### src/rtl/motor_pkg.sv
// Shared constants and FSM state type for the motor-feedback measurement blocks.
package motor_pkg;

    localparam int BAND_WIDTH         = 32;
    localparam int ONE_ROTATION_PULSE = 4096;
    localparam int SAMPLING_RATE      = 100;

    typedef enum logic [0:0] {
        PRIME = 1'b0,
        RUN   = 1'b1
    } meter_state_e;

endpackage

### src/rtl/sample_tick_gen.sv
// Sample-period timer: counts 0..SAMPLE_CYCLES-1 and flags the terminal count for one cycle.
module sample_tick_gen #(
    parameter int CLK_FREQ      = 100_000_000,
    parameter int SAMPLING_RATE = 100
) (
    input  logic clk,
    input  logic rstn,
    input  logic clear,
    output logic tick
);

    localparam int SAMPLE_CYCLES = CLK_FREQ / SAMPLING_RATE;
    localparam int CW            = (SAMPLE_CYCLES > 1) ? $clog2(SAMPLE_CYCLES) : 1;
    localparam logic [CW-1:0] TERM_CNT = CW'(SAMPLE_CYCLES - 1);

    logic [CW-1:0] cnt_q, cnt_d;

    always_comb begin
        cnt_d = cnt_q;
        if (clear || (cnt_q == TERM_CNT)) begin
            cnt_d = '0;
        end else begin
            cnt_d = cnt_q + 1'b1;
        end
    end

    always_ff @(posedge clk or negedge rstn) begin
        if (!rstn) begin
            cnt_q <= '0;
        end else begin
            cnt_q <= cnt_d;
        end
    end

    // A coincident clear restarts the period, so the terminal count is suppressed.
    assign tick = (cnt_q == TERM_CNT) && !clear;

endmodule

### src/rtl/rot_velocity_meter.sv
// Encoder velocity meter: per-period count delta plus an N-sample moving average.
//
//   state | meaning
//   ------+-------------------------------------------------------------
//   PRIME | waiting for first tick after reset/clear to latch a baseline
//   RUN   | every tick produces a delta and, one cycle later, an average
module rot_velocity_meter #(
    parameter int CLK_FREQ       = 100_000_000,
    parameter int SAMPLING_RATE  = motor_pkg::SAMPLING_RATE,
    parameter int BAND_WIDTH     = motor_pkg::BAND_WIDTH,
    parameter int AVG_DEPTH_LOG2 = 2
) (
    input  logic                  clk,
    input  logic                  rstn,
    input  logic [BAND_WIDTH-1:0] rot_cnt,
    input  logic                  clear,
    output logic [BAND_WIDTH-1:0] rot_delta,
    output logic [BAND_WIDTH-1:0] rot_v_avg,
    output logic                  valid,
    output logic                  avg_full
);

    import motor_pkg::*;

    localparam int N  = 1 << AVG_DEPTH_LOG2;
    localparam int SW = BAND_WIDTH + AVG_DEPTH_LOG2;
    localparam int PW = (AVG_DEPTH_LOG2 > 0) ? AVG_DEPTH_LOG2 : 1;
    localparam logic [PW-1:0] LAST_SLOT = PW'(N - 1);

    logic tick;

    sample_tick_gen #(
        .CLK_FREQ      (CLK_FREQ),
        .SAMPLING_RATE (SAMPLING_RATE)
    ) u_tick (
        .clk   (clk),
        .rstn  (rstn),
        .clear (clear),
        .tick  (tick)
    );

    meter_state_e          state_q, state_d;
    logic [BAND_WIDTH-1:0] prev_q, prev_d;
    logic [BAND_WIDTH-1:0] delta_q, delta_d;
    logic [BAND_WIDTH-1:0] avg_q, avg_d;
    logic                  upd_q, upd_d;
    logic                  valid_q, valid_d;
    logic                  full_q, full_d;
    logic [BAND_WIDTH-1:0] ring_q [N];
    logic [BAND_WIDTH-1:0] ring_d [N];
    logic [PW-1:0]         wptr_q, wptr_d;
    logic signed [SW-1:0]  sum_q, sum_d;

    logic signed [BAND_WIDTH-1:0] new_s, old_s;
    logic signed [SW-1:0]         sum_next;
    logic signed [SW-1:0]         sum_shr;

    // The slot under wptr holds the oldest delta, which the new one replaces.
    always_comb begin
        new_s    = $signed(delta_q);
        old_s    = $signed(ring_q[wptr_q]);
        sum_next = sum_q + SW'(new_s) - SW'(old_s);
        sum_shr  = sum_next >>> AVG_DEPTH_LOG2;
    end

    always_comb begin
        state_d = state_q;
        prev_d  = prev_q;
        delta_d = delta_q;
        avg_d   = avg_q;
        upd_d   = 1'b0;
        valid_d = 1'b0;
        full_d  = full_q;
        ring_d  = ring_q;
        wptr_d  = wptr_q;
        sum_d   = sum_q;

        if (clear) begin
            state_d = PRIME;
            delta_d = '0;
            avg_d   = '0;
            full_d  = 1'b0;
            wptr_d  = '0;
            sum_d   = '0;
            for (int i = 0; i < N; i++) begin
                ring_d[i] = '0;
            end
        end else begin
            if (tick) begin
                case (state_q)
                    PRIME: begin
                        prev_d  = rot_cnt;
                        state_d = RUN;
                    end
                    RUN: begin
                        delta_d = rot_cnt - prev_q;
                        prev_d  = rot_cnt;
                        upd_d   = 1'b1;
                    end
                    default: state_d = PRIME;
                endcase
            end

            if (upd_q) begin
                ring_d[wptr_q] = delta_q;
                wptr_d         = (wptr_q == LAST_SLOT) ? '0 : wptr_q + 1'b1;
                sum_d          = sum_next;
                avg_d          = sum_shr[BAND_WIDTH-1:0];
                valid_d        = 1'b1;
                // wptr starts at 0 after reset/clear, so reaching the last slot means N deltas.
                if (wptr_q == LAST_SLOT) begin
                    full_d = 1'b1;
                end
            end
        end
    end

    always_ff @(posedge clk or negedge rstn) begin
        if (!rstn) begin
            state_q <= PRIME;
            prev_q  <= '0;
            delta_q <= '0;
            avg_q   <= '0;
            upd_q   <= 1'b0;
            valid_q <= 1'b0;
            full_q  <= 1'b0;
            wptr_q  <= '0;
            sum_q   <= '0;
            for (int i = 0; i < N; i++) begin
                ring_q[i] <= '0;
            end
        end else begin
            state_q <= state_d;
            prev_q  <= prev_d;
            delta_q <= delta_d;
            avg_q   <= avg_d;
            upd_q   <= upd_d;
            valid_q <= valid_d;
            full_q  <= full_d;
            wptr_q  <= wptr_d;
            sum_q   <= sum_d;
            for (int i = 0; i < N; i++) begin
                ring_q[i] <= ring_d[i];
            end
        end
    end

    assign rot_delta = delta_q;
    assign rot_v_avg = avg_q;
    assign valid     = valid_q;
    assign avg_full  = full_q;

endmodule

### config.mk
export PLATFORM = sky130hd
export DESIGN_NAME = rot_velocity_meter
export DESIGN_NICKNAME = d
export VERILOG_FILES = /design/src/rtl/motor_pkg.sv /design/src/rtl/sample_tick_gen.sv /design/src/rtl/rot_velocity_meter.sv
export SDC_FILE = /design/constraint.sdc
export NUM_CORES = 1
export LEC_CHECK = 0
export ABC_CLOCK_PERIOD_IN_PS = 5000
export BUFFER_PORTS_ARGS = -buffer_cell sky130_fd_sc_hd__buf_2
export CORE_UTILIZATION = 37
export DETAILED_ROUTE_END_ITERATION = 10
export PLACE_DENSITY_LB_ADDON = 0.25
export SLEW_MARGIN = 15
export SYNTH_ARGS = -nofsm -noshare
export SYNTH_HDL_FRONTEND = slang
export SYNTH_HIERARCHICAL = 1
export SYNTH_SLANG_ARGS = --single-unit
### constraint.sdc
create_clock -name clk -period 5 [get_ports clk]
set_input_delay 0.5 -clock clk [delete_from_list [all_inputs] [get_ports clk]]
set_output_delay 0.5 -clock clk [all_outputs]
set_load 0.01 [all_outputs]
; ---- Word level (Yosys, flattened, before mapping)
; Cells that the tools add are included.
[word_totals]
output_inout_bits = 66
wordCells = 65
register_bits = 284
inputBits = 35
[op_classes]
n_eq_ne = 2
mux = 29
bitwise = 2
n_lt_le_gt_ge = 2
n_addsub = 5
reduce_logical = 11
[ops]
columns = op, count
row1 = 128-bit two-way mux, 2
row2 = 32-bit two-way mux, 8
row3 = 128-bit bitwise mux, 1
row4 = 34-bit two-way mux, 2
row5 = 32-bit binary-select mux with 2-bit select, 1
row6 = 32-bit demux with 2-bit select, 1
row7 = 34-bit by 32-bit adder with 34-bit output, 1
row8 = 34-bit by 32-bit subtractor with 34-bit output, 1
row9 = 32-bit subtractor, 1
row10 = "20-bit by 1-bit adder with 20-bit output, second input constant", 1
row11 = "20-bit equality test, second input constant", 1
row12 = 20-bit two-way mux, 1
row13 = 1-bit two-way mux, 10
row14 = 2-bit nonzero test, 4
row15 = 2-bit two-way mux, 3
row16 = 2-bit AND reduction, 3
row17 = "3-bit >= comparator, second input constant", 1
row18 = "3-bit by 1-bit less-than comparator with 1-bit output, second input constant", 1
row19 = 2-bit inverter with 3-bit output, 1
row20 = "2-bit by 1-bit adder with 2-bit output, second input constant", 1
row21 = "2-bit equality test, second input constant", 1
row22 = 1-bit logical AND, 2
row23 = 1-bit logical NOT, 1
row24 = 1-bit logical OR, 1
row25 = 1-bit inverter, 1

; ---- Depth between registers and ports, before layout
[depth]
word_depth = 8
depth_mapped = 16
ltp_nobuf = 14

; ---- Cells and area by module
; Netlist, hierarchy kept.
[modules_own_cells]
columns = mod, seq_area_each_um2, instances, cells_per_inst, area_per_inst_um2
row1 = rot_velocity_meter, 5805.6, 1, 1588, 14422.6
row2 = sample_tick_gen, 500.5, 1, 109, 1007.2

; ---- Worst setup path after synthesis
; No wires, ideal clock.
[synth_timing]
path_type = reg-to-reg
start = reg wptr_q[0]
end = reg avg_q[24] (netlist: rot_v_avg[24])
required_time_ns = 4.854
slack_ns = 0.410
t_arrival_ns = 4.444
period_less_slack_ns = 4.590
setup_ns = 0.146
stages_incl_launch_ff = 16
path_buffers = 2
cell_sequence = dfrtp_1 clkbuf_1 buf_1 mux4_2 fa_1 inv_1 ha_1 a21o_1 a21o_1 a21o_1 a221oi_1 a21oi_1 o211a_1 o311ai_1 mux2i_1 o311ai_0
[synth_between]
elab_chain_len = 7
[synth_lines]
columns = item, line_no
row1 = start: declaration, rot_velocity_meter.sv:51  ; logic [PW-1:0] wptr_q, wptr_d;
row2 = start signal: assignment, rot_velocity_meter.sv:140  ; wptr_q <= wptr_d;
row3 = 2-bit inverter with 3-bit output (implied by the code), rot_velocity_meter.sv:61  ; old_s = $signed(ring_q[wptr_q]);
row4 = 32-bit binary-select mux with 2-bit select, rot_velocity_meter.sv:61
row5 = 32-bit two-way mux (implied by the code) (2 in a row), rot_velocity_meter.sv:61
row6 = 34-bit by 32-bit subtractor with 34-bit output, rot_velocity_meter.sv:62  ; sum_next = sum_q + SW'(new_s) - SW'(old_s);
row7 = 32-bit two-way mux, rot_velocity_meter.sv:104  ; if (upd_q) begin
row8 = 32-bit two-way mux, rot_velocity_meter.sv:78  ; if (clear) begin
row9 = end signal: assignment, rot_velocity_meter.sv:136  ; avg_q <= avg_d;
row10 = end: declaration, rot_velocity_meter.sv:45  ; logic [BAND_WIDTH-1:0] avg_q, avg_d;
; Every way passes these cells. The select of a mux whose other input is x is not followed.
; A chain may end at the register's enable or synchronous reset.

; ---- Worst setup path after layout
[layout_timing]
start = reg wptr_q[0]
end = reg avg_q[27] (netlist: rot_v_avg[27])
; Same word-level chain as after synthesis.

==> results.txt <==
status = finished with violations
failing checks = design-rule violations, negative hold slack
reg2reg setup slack = 0.40 ns
flops & latches, synth = 252
H-tree levels = 1
Die Y = 206 µm
Avg Synthesized Cell Area = 9.09 µm²
via count = 11,752
number of hold violations in the final report = 5
PnR Total Power = 4.84 mW
Resize count post-CTS = 0
drt via density = 5.12
Post-synth EDFFs = 0
fin. max-slew vios = 0
CTS tree = built
hpwl dp = 29,200 µm
RR Startpoint = wptr_q[0]
Post-CTS Hold Fix Bufs = 0
slowest cell delay on critical path = 0.62 ns
Worst-Margin Slew = 1.13 ns
Crit Path Class = flop to flop
DR WL/cell = 17.4 µm
first-pass GRT wire length = 64,800 µm
Setup crit end = rot_v_avg[27]
Pleak = 7.97 nW
gr usage total = 0.193
PortBufs = 100
TritonCTS Buffers = 31
asr flop ratio synth = 1.00
most frequent CP cell = a21oi_1
Die ar. = 42,500 µm²
Synth Flop Type = dfrtp_1
WL final = 39,900 µm
CTS root buf = clkbuf_16
Clk pin slew, worst setup/hold paths = 0.06 ns
largest net degree at the start of global routing = 111
initial core utilization = 0.376
# setup viols final = 0
FMAX = 0.218 GHz
Final GP Congestion = 0.832
Worst EP arrival = 5.04 ns
total number of yosys warnings = 6
pre-CTS setup slack = 0.396 ns
Clock Latency Late Sink = 0.59 ns
Final Skew = 0.0281 ns
postcts setup bufs = 0
# Max-Cap Violations = 0
synthesized net count = 1,837
Hold Crit Class = primary input to asynchronous set/reset pin
DRT Pass-1 Iters = 8
DR iter-0 viols = 684
Critical Path, Cell by Cell = buf_4, mux4_2, fa_1, inv_1, ha_1, nand3_1, o211ai_1, a221o_1, a21o_1, a21oi_1, o21ai_1, a21oi_1, nor4b_1, or3_1
sequential share of the synthesized area = 0.409
slowest cell on the critical path = dfrtp_2
final worst-path cycle share = 0.919
Layout area overhead = 12.7%
unrepaired setup endpoints after global routing = false
Final Non-Filler Cells = 2,295
Sum Neg Setup Slack = 0 ns
CP endpoint kind = flop
Core Area = 41,000 µm²
PD cells = 279 nW/µm²
Data required, critical path = 5.44 ns
Final ANT Viol Nets = 0
I/O Pins = 101
crit start category = flop
final hold slack = -0.0313 ns
synth cell count leaders = nand2_1, dfrtp_1, inv_1
post-layout min period = 4.60 ns
num rows = 74
die width = 206 µm
Max Buffers Root-to-Sink = 3
initial antenna violation count = 2
Area contributors post-synth = dfrtp_1, nand2_1, ha_1
top-count cell post-synth = nand2_1
fraction of layout cells with a size suffix above 1 = 0.135
vias in the first global route = 11,750
Synth area leader = dfrtp_1
Placed Cells = 2,237
Unique masters post-synth = 72
total clock sinks = 252
mapped cell area = 15,400 µm²
setup slack after layout = 0.404 ns
maximum VDD drop = 0.000238 V
worst reg-to-reg path cell count = 14
nets = 1,878
r2r endpoint = rot_v_avg[27]
share of the synthesized area in the top cell type = 0.409
drt drc = 24
CP Launch Point = wptr_q[0]
critical-path maximum fanout = 15
Post-Syn Instances = 1,697
slew margin rel. = 0.246
GR Overflow Total = 0
[how the worst min path moves through the flow]
stage / to / slack [ns] / startpoint
2_1_floorplan: avg_full / 0.20 / rstn
3_3_place_gp: u_tick/cnt_q[0] / 0.47 / u_tick/cnt_q[0]
3_5_place_dp: u_tick/cnt_q[0] / 0.48 / u_tick/cnt_q[0]
4_1_cts: rot_v_avg[7] / 0.05 / rstn
5_1_grt: valid / 0.07 / rstn
6_report: rot_v_avg[26] / -0.03 / rstn
[where the power goes]
part / switching, mW / internal [mW]
sequential: 0.00542 / 2.06
clock: 0.912 / 1.57
combinational: 0.198 / 0.101
total: 1.12 / 3.73
[cell type report]
type / instances / area [µm²]
antenna: 1 / 2.50
clock buffer: 40 / 860
clock inverter: 17 / 280
fill: 4075 / 23600
inverter: 184 / 691
multi-input combinational: 1146 / 7880
sequential: 252 / 6310
tap: 532 / 666
timing repair buffer: 123 / 698
[cell families after synthesis]
group / synth area share
DFF: 0.409
adders and majority gates: 0.102
muxes: 0.0645
and+or+nand+nor: 0.144
xor gates and xnor gates: 0.0369
AOI/OAI and AO/OA: 0.163
buffers and inverters: 0.0819
[layout by cell type, fill, tap and decap left out, types with 10 or more instances in the layout]
cell type  netlist  routed
nor3_1          11      11
fa_1            34      34
buf_2            2      98
nand3_1         37      37
clkbuf_16        0      31
buf_4           33      23
inv_1          184     184
nand4_1         12      12
a211oi_1        13      13
a21oi_1        171     169
xnor2_1         41      41
a21o_1          31      31
nor2_1          85      85
mux4_2          32      32
o21ai_0         79      79
nand2_1        300     300
mux2i_1         24      24
a22o_1          25      25
ha_1            71      71
dfrtp_1        252     250
a31oi_1         10      10
xor2_1          24      24
[registers in the layout (all words and copies together) (netlist names), 2 cells and up]
name / count
sum_q: 3
ring_q: 128
rot_v_avg: 31
rot_delta: 32
prev_q: 32
wptr_q: 2
u_tick/cnt_q: 20
[layer usage]
layer  wire length, µm  vias to the layer above  share of wire  GRT usage
li1                  -                     5798              -          -
met1             19200                     5691           0.48      0.276
met2             18200                      209           0.46      0.305
met3              1750                       50          0.044     0.0260
met4               776                        4          0.019     0.0496
met5                22                        -        0.00055          0
[critical path: cells and delay by family (launching register included)]
kind / cells / cell delay [ns]
adder cells (fa/ha/maj): 2 / 0.85
flip-flops: 1 / 0.62
buffers and inverters: 2 / 0.41
AND/OR/NAND/NOR: 3 / 0.67
multiplexers: 1 / 0.59
AO/OA/AOI/OAI: 6 / 1.33
[metrics by stage]
stage | utilization | area [µm²]
finish | 0.424 | 17400
global route | 0.424 | 17400
CTS | 0.424 | 17400
detailed placement | 0.396 | 16200
global placement | 0.396 | 16200
floorplan | - | 15400
(Power assumes the default switching activity.)
